**config.mk**
```make
export PLATFORM = sky130hd
export DESIGN_NAME = display_scan_ctrl
export DESIGN_NICKNAME = d
export VERILOG_FILES = /design/src/rtl/display_scan_ctrl.sv
export SDC_FILE = /design/constraint.sdc
export NUM_CORES = 1
export LEC_CHECK = 0
export CORE_MARGIN = 3
export CORE_UTILIZATION = 60
export CTS_CLUSTER_SIZE = 10
export DETAILED_ROUTE_END_ITERATION = 8
export GPL_TIMING_DRIVEN = 0
export PLACE_DENSITY = 0.84
export SLEW_MARGIN = 20
export SYNTH_ARGS = -nofsm -noshare
export SYNTH_HDL_FRONTEND = slang
export SYNTH_SLANG_ARGS = --single-unit
```
**constraint.sdc**
```tcl
create_clock -name clk -period 4 [get_ports clk]
set_input_delay 0.6 -clock clk [delete_from_list [all_inputs] [get_ports clk]]
set_output_delay 0.6 -clock clk [all_outputs]
set_load 0.05 [all_outputs]
```
**src/rtl/display_scan_ctrl.sv**
```systemverilog
// display_scan_ctrl: time-multiplexing scan scheduler for an N-digit 7-segment display.
// Each digit slot starts with a short blanking gap and then shows the digit.
// New values come in through a ready/valid handshake and are committed only at frame boundaries.
// Optional feature: define LZ_SUPPRESS_EN to keep leading-zero digits dark.
module display_scan_ctrl #(
    parameter int unsigned CLK_HZ       = 25_000_000,
    parameter int unsigned REFRESH_HZ   = 1_000,
    parameter int unsigned N_DIGITS     = 4,
    parameter int unsigned BLANK_CYCLES = 250
) (
    input  logic                  clk,
    input  logic                  reset,
    input  logic                  load_valid,
    output logic                  load_ready,
    input  logic [4*N_DIGITS-1:0] load_data,
    output logic [3:0]            digit_code,
    output logic [N_DIGITS-1:0]   digit_en,
    output logic                  frame_done
);

    localparam int unsigned SLOT = CLK_HZ / REFRESH_HZ;
    localparam int unsigned CntW = $clog2(SLOT + 1);
    localparam int unsigned IdxW = (N_DIGITS > 1) ? $clog2(N_DIGITS) : 1;

    localparam logic [CntW-1:0] SlotLast  = CntW'(SLOT - 1);
    localparam logic [CntW-1:0] BlankLast = CntW'((BLANK_CYCLES == 0) ? 0 : BLANK_CYCLES - 1);
    localparam logic [IdxW-1:0] IdxLast   = IdxW'(N_DIGITS - 1);

    if (BLANK_CYCLES >= SLOT) begin : g_bad_blank
        $error("display_scan_ctrl: BLANK_CYCLES must be smaller than CLK_HZ/REFRESH_HZ");
    end
    if (N_DIGITS == 0 || N_DIGITS > 8) begin : g_bad_digits
        $error("display_scan_ctrl: N_DIGITS must be in 1..8");
    end

    typedef enum logic [0:0] {StBlank, StShow} state_e;

    state_e                state_q, state_d;
    logic [CntW-1:0]       cnt_q, cnt_d;
    logic [IdxW-1:0]       idx_q, idx_d;
    logic [4*N_DIGITS-1:0] active_q, active_d;
    logic [4*N_DIGITS-1:0] shadow_q, shadow_d;
    logic                  pending_q, pending_d;
    logic [N_DIGITS-1:0]   digit_en_q, digit_en_d;
    logic [3:0]            digit_code_q, digit_code_d;
    logic                  frame_done_q, frame_done_d;

    logic                  slot_end;
    logic                  wrap;
    logic                  commit;
    logic                  xfer;
    logic [N_DIGITS-1:0]   show_mask;

    // Slot sequencing: blank gap, then show, then advance to the next digit.
    always_comb begin
        state_d  = state_q;
        cnt_d    = cnt_q + 1'b1;
        idx_d    = idx_q;
        slot_end = 1'b0;
        wrap     = 1'b0;
        unique case (state_q)
            StBlank: begin
                if (BLANK_CYCLES == 0 || cnt_q == BlankLast) begin
                    state_d = StShow;
                end
            end
            StShow: begin
                if (cnt_q == SlotLast) begin
                    slot_end = 1'b1;
                    cnt_d    = '0;
                    // With no blanking gap the next slot starts directly in SHOW.
                    state_d  = (BLANK_CYCLES == 0) ? StShow : StBlank;
                    if (idx_q == IdxLast) begin
                        idx_d = '0;
                        wrap  = 1'b1;
                    end else begin
                        idx_d = idx_q + 1'b1;
                    end
                end
            end
            default: state_d = StBlank;
        endcase
    end

    // Handshake and frame-boundary commit; a commit can never coincide with a transfer.
    always_comb begin
        xfer      = load_valid && !pending_q;
        commit    = wrap && pending_q;
        active_d  = commit ? shadow_q : active_q;
        shadow_d  = xfer ? load_data : shadow_q;
        pending_d = pending_q;
        if (commit) begin
            pending_d = 1'b0;
        end else if (xfer) begin
            pending_d = 1'b1;
        end
    end

`ifdef LZ_SUPPRESS_EN
    // A digit is visible if it or any higher digit is non-zero; digit 0 is always visible.
    always_comb begin
        logic seen;
        seen      = 1'b0;
        show_mask = '0;
        for (int i = N_DIGITS - 1; i >= 0; i--) begin
            seen         = seen | (active_d[4*i +: 4] != 4'd0);
            show_mask[i] = seen || (i == 0);
        end
    end
`else
    assign show_mask = '1;
`endif

    // Registered outputs derived from the next state, so they line up with state_q.
    always_comb begin
        digit_en_d   = '0;
        digit_code_d = digit_code_q;
        frame_done_d = wrap;
        for (int i = 0; i < N_DIGITS; i++) begin
            digit_en_d[i] = (state_d == StShow) && (idx_d == IdxW'(i)) && show_mask[i];
        end
        // Code changes only at the slot boundary, using freshly committed data on a wrap.
        if (slot_end) begin
            digit_code_d = active_d[{idx_d, 2'b00} +: 4];
        end
    end

    // State and data registers.
    always_ff @(posedge clk or posedge reset) begin
        if (reset) begin
            state_q      <= StBlank;
            cnt_q        <= '0;
            idx_q        <= '0;
            active_q     <= '0;
            shadow_q     <= '0;
            pending_q    <= 1'b0;
            digit_en_q   <= '0;
            digit_code_q <= '0;
            frame_done_q <= 1'b0;
        end else begin
            state_q      <= state_d;
            cnt_q        <= cnt_d;
            idx_q        <= idx_d;
            active_q     <= active_d;
            shadow_q     <= shadow_d;
            pending_q    <= pending_d;
            digit_en_q   <= digit_en_d;
            digit_code_q <= digit_code_d;
            frame_done_q <= frame_done_d;
        end
    end

    assign load_ready = ~pending_q;
    assign digit_en   = digit_en_q;
    assign digit_code = digit_code_q;
    assign frame_done = frame_done_q;

endmodule

```
# ---- Word-level counts from Yosys, hierarchy flattened
# Cells that the tools add are included.
# W data, S select, Z words.
dict set report totals {
  output_inout_bits 10
  register_bits 60
  input_bits 19
  word_cells 45
}
dict set report op_classes {
  n_bitwise 2
  n_addsub 2
  eq_ne 6
  mux 16
  shifts 1
  n_reduce_logical 9
}
# operator count
set ops {}
lappend ops {{$mux W15} 2}
lappend ops {{$mux W16} 1}
lappend ops {{$shiftx A16 B5 Y4} 1}
lappend ops {{$add A15 B1 Y15 const B} 1}
lappend ops {{$eq A15 B15 Y1 const B} 1}
lappend ops {{$eq A15 B8 Y1 const B} 1}
lappend ops {{$mux W1} 9}
lappend ops {{$eq A2 B2 Y1 const B} 3}
lappend ops {{$logic_and A1 B1 Y1} 6}
lappend ops {{$mux W2} 3}
lappend ops {{$add A2 B1 Y2 const B} 1}
lappend ops {{$eq A2 B1 Y1 const B} 1}
lappend ops {{$logic_not A2 Y1} 1}
lappend ops {{$not A1 Y1} 2}
lappend ops {{$pmux W1 S2} 1}
lappend ops {{$reduce_bool A2 Y1} 1}
lappend ops {{$logic_not A1 Y1} 1}

# ---- Depth between registers and ports, before layout
# Gate-level depths: netlist of the first run.
dict set report depth {
  ltp_word 7
  depth_mapped 8
  ltp_nobuf 7
}

# ---- Worst setup path after synthesis of the first run
# Ideal clock, no wire load.
dict set report synth_path {
  kind {register to register}
  startpoint {reg cnt_q[9]}
  endpoint {reg digit_code_q[3] (netlist: digit_code[3])}
  t_required_ps 3861
  slack_ps 1891
  synth_period_minus_slack_ps 2109
  path_buffers 1
  path_stages_with_launch 7
  setup_time_ps 139
  arrival_time_ps 1970
  cell_sequence {dfrtp_1 or4_4 or4_4 buf_6 o21ai_1 a22o_1 a41oi_1}
}
dict set report synth_via {
  elab_chain_cells 6
  elab_cells_between_ends 10
}
# element line_no
set synth_lines {}
lappend synth_lines {{from (decl)} 39} ;# logic [CntW-1:0] cnt_q, cnt_d;
lappend synth_lines {{from (signal assigned)} 142} ;# cnt_q <= cnt_d;
lappend synth_lines {{$eq A15 B15 Y1 (*)} 68} ;# if (cnt_q == SlotLast) begin
lappend synth_lines {{$mux W1} 68}
lappend synth_lines {{$mux W1} 61} ;# unique case (state_q)
lappend synth_lines {{$logic_and A1 B1 Y1} 88} ;# commit = wrap && pending_q;
lappend synth_lines {{$mux W16} 89} ;# active_d = commit ? shadow_q : active_q;
lappend synth_lines {{$shiftx A16 B5 Y4} 124} ;# digit_code_d = active_d[{idx_d, 2'b00} +: 4];
lappend synth_lines {{to (signal assigned)} 148} ;# digit_code_q <= digit_code_d;
lappend synth_lines {{to (decl)} 45} ;# logic [3:0] digit_code_q, digit_code_d;
# Every way passes the cells marked *; elsewhere a longest branch is shown, timed or not.
# A chain may end at the register's enable or synchronous reset.

# ---- Worst setup path in the final report of the first run
dict set report layout_path {
  startpoint {reg idx_q[1]}
  endpoint {reg digit_code_q[1] (netlist: digit_code[1])}
}
dict set report layout_via {
  elab_chain_cells 7
  elab_cells_between_ends 11
}
# element line_no
set layout_lines {}
lappend layout_lines {{from (decl)} 40} ;# logic [IdxW-1:0] idx_q, idx_d;
lappend layout_lines {{from (signal assigned)} 143} ;# idx_q <= idx_d;
lappend layout_lines {{$eq A2 B2 Y1} 73} ;# if (idx_q == IdxLast) begin
lappend layout_lines {{$mux W1} 73}
lappend layout_lines {{$mux W1} 68}
lappend layout_lines {{$mux W1} 61}
lappend layout_lines {{$logic_and A1 B1 Y1} 88}
lappend layout_lines {{$mux W16} 89}
lappend layout_lines {{$shiftx A16 B5 Y4 (*)} 124}
# Marks and branches as above.

==> metrics.csv, run 1 <==
metric,value,unit
status,"complete, no violations",
syn-num-nets,275,
cp-end-kind,flop,
grt_max_degree,61,
p_sw_share,19.9,%
tightest_slew,708,ps
comb_power_share,3.9,%
h-tree-depth,3,
dpl.hpwl,3660,um
grt_overflow,0,
drtIter0Drc,178,
netlist_instances,253,
cts_root_buf,clkbuf_8,
hold_buffers,0,
antenna_found_initial,0,
peakVddDrop,0.265,mV
vias_per_cell,5.82,
dieArea,0.00529,mm2
clk_pin_slew,60,ps
cts_tree,built,
p_sw,0.000246,W
yosysSeqAreaShare,56.2,%
path_class,reg -> reg,
clock_skew,6.05,ps
postCtsSetupBuffers,0,
p_seq_share,51.6,%
maxSlewViolCount,0,
start_util,64.5,%
startpoint_type,flop,
cts_buffers,9,
yosysTopAreaCellShare,56.2,%
setup_viol,0,
fillers,287,
fin_crit,2350,ps
finalNetCount,314,
synth_top_area_cell,dfrtp_1,
power,0.00124,W
crit_required,4200,ps
final_area,0.00322,mm2
synth.most_common_cell,dfrtp_1,
netlist_area,0.00267,mm2
vias,2014,
layout-drive-gt1-share,13.9,%
place.gp.congestion,0.878,
clock_latency,330,ps
max_freq,0.426,GHz
p_leak,1.50,nW
p_int,0.000992,W
avgSynthCellArea,10.6,um2
area_growth,20.5,%
clockPowerShare,44.5,%
io_buffer_count,28,
synth_edf_count,0,
finalSetupTns,0,ps
track_usage,23.2,%
yosys_register_bits,60,
grt_pass1_vias,1930,
critPathMaxFanout,10,
max_slew_margin,52.8,%
rows,23,
fin_crit_sh,58.7,%
cts.repair.resized,0,
maxCapViolCount,0,
dpl_cell_area,0.00302,mm2
ys.flop_type,dfrtp_1,
diodes,0,
yosysUniqueCellTypes,44,
drc,0,
synth_common_cells,"60 x dfrtp_1, 55 x nand2_1, 17 x nor2_1, 16 x mux2_2, 11 x nand3_1",
ant_nets,0,
report.final.hold_viol_count,0,
grt_pass1_wl,9260,um
clock_path_buffers,2,
core_region_area,0.00414,mm2
cts.sinks,60,
drt_first_pass_iters,4,
hp-class,reg -> reg,
wire_per_inst,15.6,um
grt_setup_unrepaired,false,
die_h,72.7,um
totalWireLength,5390,um
dieWidth,72.7,um
p_per_area,384,mW/mm2
worstPathArrival,2550,ps
ys.warnings.count,0,
synth.area.top_cells,"dfrtp_1 56%, nand2_1 7.7%, mux2_2 6.7%",
async_flop_share,100,%
boundaryPins,29,
## metrics by stage
step                util (%)  setup slack (ps)  cells  hold WS (ps)
floorplan                  -              1890    253           431
global placement        72.8               934    331           449
detailed placement      72.8              1420    331           453
CTS                     77.7              1690    346           468
global route            77.7              1520    346           496
finish                  77.7              1650    346           463
## critical path: stages (launching register included)
cell      delay (ps)
dfrtp_1          430
ha_1             190
clkbuf_1         320
nand2_1          260
nor3_1           350
a21boi_0         180
o31ai_1          350
a31oi_1          130
## cells by family after synthesis
logic type | count (synthesis) | share of synthesized area [%]
fa+ha+maj | 3 | 1.40
xor+xnor | 12 | 3.93
simple gates | 112 | 20.1
mux | 18 | 7.49
buf+inv | 15 | 2.62
compound gates | 33 | 8.24
flops | 60 | 56.2
## cells in the final DEF, fill, tap and decap left out, drive strengths merged, types with 2 or more instances in the layout
cell type	synthesis	layout
o21ai	7	7
a31oi	7	7
buf	4	4
a21oi	8	8
nand2	55	55
and3	3	3
clkbuf	7	21
dfrtp	60	60
clkdlybuf4s50	0	28
inv	4	4
nand3	11	11
nand4	2	2
mux2	16	16
xnor2	3	3
and2	2	2
ha	3	3
nor3b	3	3
nor3	6	6
or4	3	3
mux2i	2	2
xor2	9	9
or2	2	2
nor2	18	18
nand4b	3	3
## power groups by stage
| stage | registers [W] | logic [W] | clock network, W |
|---|---|---|---|
| floorplan | 0.000645 | 0.0000263 | 0 |
| global placement | 0.000649 | 0.0000466 | 0 |
| detailed placement | 0.000650 | 0.0000492 | 0 |
| CTS | 0.000639 | 0.0000496 | 0.000560 |
| global route | 0.000641 | 0.0000541 | 0.000585 |
| finish | 0.000639 | 0.0000480 | 0.000551 |
## layout make-up
cell class | count | area [um2] | share of cell area, %
sequential | 60 | 1500 | 46.6
buffer | 11 | 55.1 | 1.71
timing repair buffer | 28 | 280 | 8.70
tap | 50 | 62.6 | 1.94
inverter | 4 | 17.5 | 0.544
multi-input combinational | 178 | 1100 | 34.2
clock inverter | 1 | 30.0 | 0.932
clock buffer | 14 | 173 | 5.36
## final timing paths
kind	cells after the start	endpoint	start	slack, ps
hold reg to reg	2	active_q[6]	active_q[6]	460
setup reg to reg	7	digit_code[1]	idx_q[1]	1650
max in group asynchronous	2	active_q[2]	reset	2790
hold / removal	2	active_q[6]	active_q[6]	460
min in group asynchronous	2	cnt_q[10]	reset	750
setup / recovery	7	digit_code[1]	idx_q[1]	1650
## state kept, by name, summed over array words and instances (netlist names)
name	flops
digit_en	4
pending_q	1
digit_code	4
active_q	16
idx_q	2
frame_done	1
shadow_q	16
cnt_q	15
state_q	1
## per-layer routing
metal / global-route usage (%) / vias up / wire [um]
met2: 35.3 / 62 / 2620
li1: - / 960 / -
met5: 0 / - / 0
met4: 11.1 / 0 / 112
met1: 32.1 / 979 / 2370
met3: 4.55 / 13 / 280
No activity file was read; power rests on OpenSTA's default activity.
==> run 2, diff against run 1 <==
--- a/config.mk
+++ b/config.mk
@@ -6,11 +6,11 @@
 export NUM_CORES = 1
 export LEC_CHECK = 0
 export CORE_MARGIN = 3
-export CORE_UTILIZATION = 60
+export CORE_UTILIZATION = 56
 export CTS_CLUSTER_SIZE = 10
 export DETAILED_ROUTE_END_ITERATION = 8
 export GPL_TIMING_DRIVEN = 0
-export PLACE_DENSITY = 0.84
+export PLACE_DENSITY = 0.79
 export SLEW_MARGIN = 20
 export SYNTH_ARGS = -nofsm -noshare
 export SYNTH_HDL_FRONTEND = slang
==> constraint.sdc (replaced) <==
create_clock -name clk -period 2.4 [get_ports clk]
set_input_delay 0.36 -clock clk [delete_from_list [all_inputs] [get_ports clk]]
set_output_delay 0.36 -clock clk [all_outputs]
set_load 0.05 [all_outputs]
==> run 2 against run 1 <==
Against the previous run: sequential share of layout area shrank 0.41 points; clock-buffer cell count is 1 higher; global-route usage down 0.51 points; critical endpoint is now digit_code[3]; clock skew rose by 0.77 ps; flip-flop and latch count did not move; cell count grew 1.4%; via count decreased by 0.25%; clock power up 50%.
==> metrics.csv, run 2 (synthesis results as in run 1) <==
metric,value,unit
crit_family,simple AND/OR/NAND/NOR gates,
grt_overflow,0,
start_util,59.7,%
core_region_area,0.00447,mm2
track_usage,22.7,%
dieWidth,75.1,um
final_cell_mix,"60 x dfrtp_1, 55 x nand2_1, 28 x clkdlybuf4s50_1",
clock_path_buffers,2,
drc,0,
layout_commonest_cell,dfrtp_1,
crit_buf_inv,1,
reg_top3,"active_q: 16 flops, shadow_q: 16 flops, cnt_q: 15 flops",
grt_pass1_vias,1978,
crit_required,2600,ps
cts_root_buf,clkbuf_8,
drtIter0Drc,218,
r2r_slack,120,ps
io_buffer_count,28,
final_area,0.00325,mm2
grt_pass1_wl,9390,um
wire_per_inst,15.8,um
totalWireLength,5550,um
drt_first_pass_iters,4,
die_h,75.1,um
grt_setup_unrepaired,false,
setup_viol,0,
worstPathArrival,2480,ps
tightest_slew,649,ps
p_leak,1.51,nW
clk_pin_slew,60,ps
area_growth,21.6,%
cpMaxStageDelayCell,or4_4,
path_class,reg -> reg,
status,"complete, no violations",
detailedPlace.worstSlack,34.2,ps
setup_slack,121,ps
max_freq,0.439,GHz
dieArea,0.00564,mm2
ant_nets,0,
slowest_delay,600,ps
power,0.00198,W
max_slew_margin,56.7,%
maxCapViolCount,0,
fin_crit_sh,95.0,%
vias_per_cell,5.72,
r2r_cells,6,
dpl_cell_area,0.00305,mm2
path_common_cell,or4_4,
timing.rr.end,digit_code[3],
peakVddDrop,0.453,mV
p_per_area,609,mW/mm2
report.final.hold_viol_count,0,
finalNetCount,316,
cp-end-kind,flop,
layout-drive-gt1-share,15.4,%
cts_buffers,9,
clock_skew,6.82,ps
h-tree-depth,3,
maxSlewViolCount,0,
holdWs,301,ps
boundaryPins,29,
cts_tree,built,
clock_latency,330,ps
dpl.hpwl,3770,um
vias,2009,
fin_crit,2280,ps
timing.rr.start,cnt_q[9],
rows,24,
hp-class,in -> async,
place.gp.congestion,0.840,
antenna_found_initial,0,
critPathMaxFanout,10,
startpoint_type,flop,
utilization,72.6,%
crit_chain,"or4_4, or4_4, buf_6, o21ai_2, a22o_1, a41oi_1",
grt_max_degree,47,
diodes,0,
cts.sinks,60,
## run 2: changes by cell type in the layout (fill, tap and decap cells not counted), sizes merged
cell,change
buf,+3
bufinv,-1
clkinv,+1
## run 2: stage by stage
step / setup TNS, ps / instances
floorplan: 0 / 253
global placement: -28020 / 333
detailed placement: 0 / 334
CTS: 0 / 350
global route: 0 / 351
finish: 0 / 351
## run 2: final cells by class
type	instances	area [um2]
sequential	60	1500
fill	332	1220
multi-input combinational	178	1110
timing repair buffer	31	323
clock buffer	15	176
tap	52	65.1
buffer	10	51.3
inverter	4	17.5
clock inverter	1	5.00
## run 2: worst max-delay path by stage
stage | start | end | depth (start not counted)
finish | cnt_q[9] | digit_code[3] | 6
global route | cnt_q[10] | digit_code[3] | 6
CTS | idx_q[1] | digit_code[1] | 7
detailed placement | load_valid | shadow_q[3] | 5
global placement | reset | active_q[8] | 2
floorplan | cnt_q[9] | digit_code[3] | 6
## run 2: layer usage
| metal | track usage (%) | vias to the layer above | share of wire (%) |
|---|---|---|---|
| met2 | 37.2 | 55 | 50 |
| li1 | - | 957 | - |
| met3 | 4.67 | 11 | 4.0 |
| met4 | 10.3 | 0 | 2.0 |
| met1 | 28.9 | 986 | 44 |
| met5 | 0 | - | 0 |
## run 2: repair_timing
| action | 4_1_cts | 5_1_grt |
|---|---|---|
| setup endpoints to repair | 0 | 5 |
| gates resized for setup | 0 | 2 |
| endpoints found under the hold margin | 0 | 0 |
| hold buffers | 0 | 0 |
| buffers inserted | 0 | 2 |
## run 2: report_power, final
group | internal, W | switching (W)
registers | 0.00104 | 0.0000227
clock network | 0.000459 | 0.000369
logic | 0.0000541 | 0.0000319
total | 0.00156 | 0.000424
## run 2: worst register-to-register path, stage by stage, from the launching register on
cell,delay (ps)
dfrtp_1,410
or4_4,600
or4_4,530
buf_6,170
o21ai_2,150
a22o_1,190
a41oi_1,100
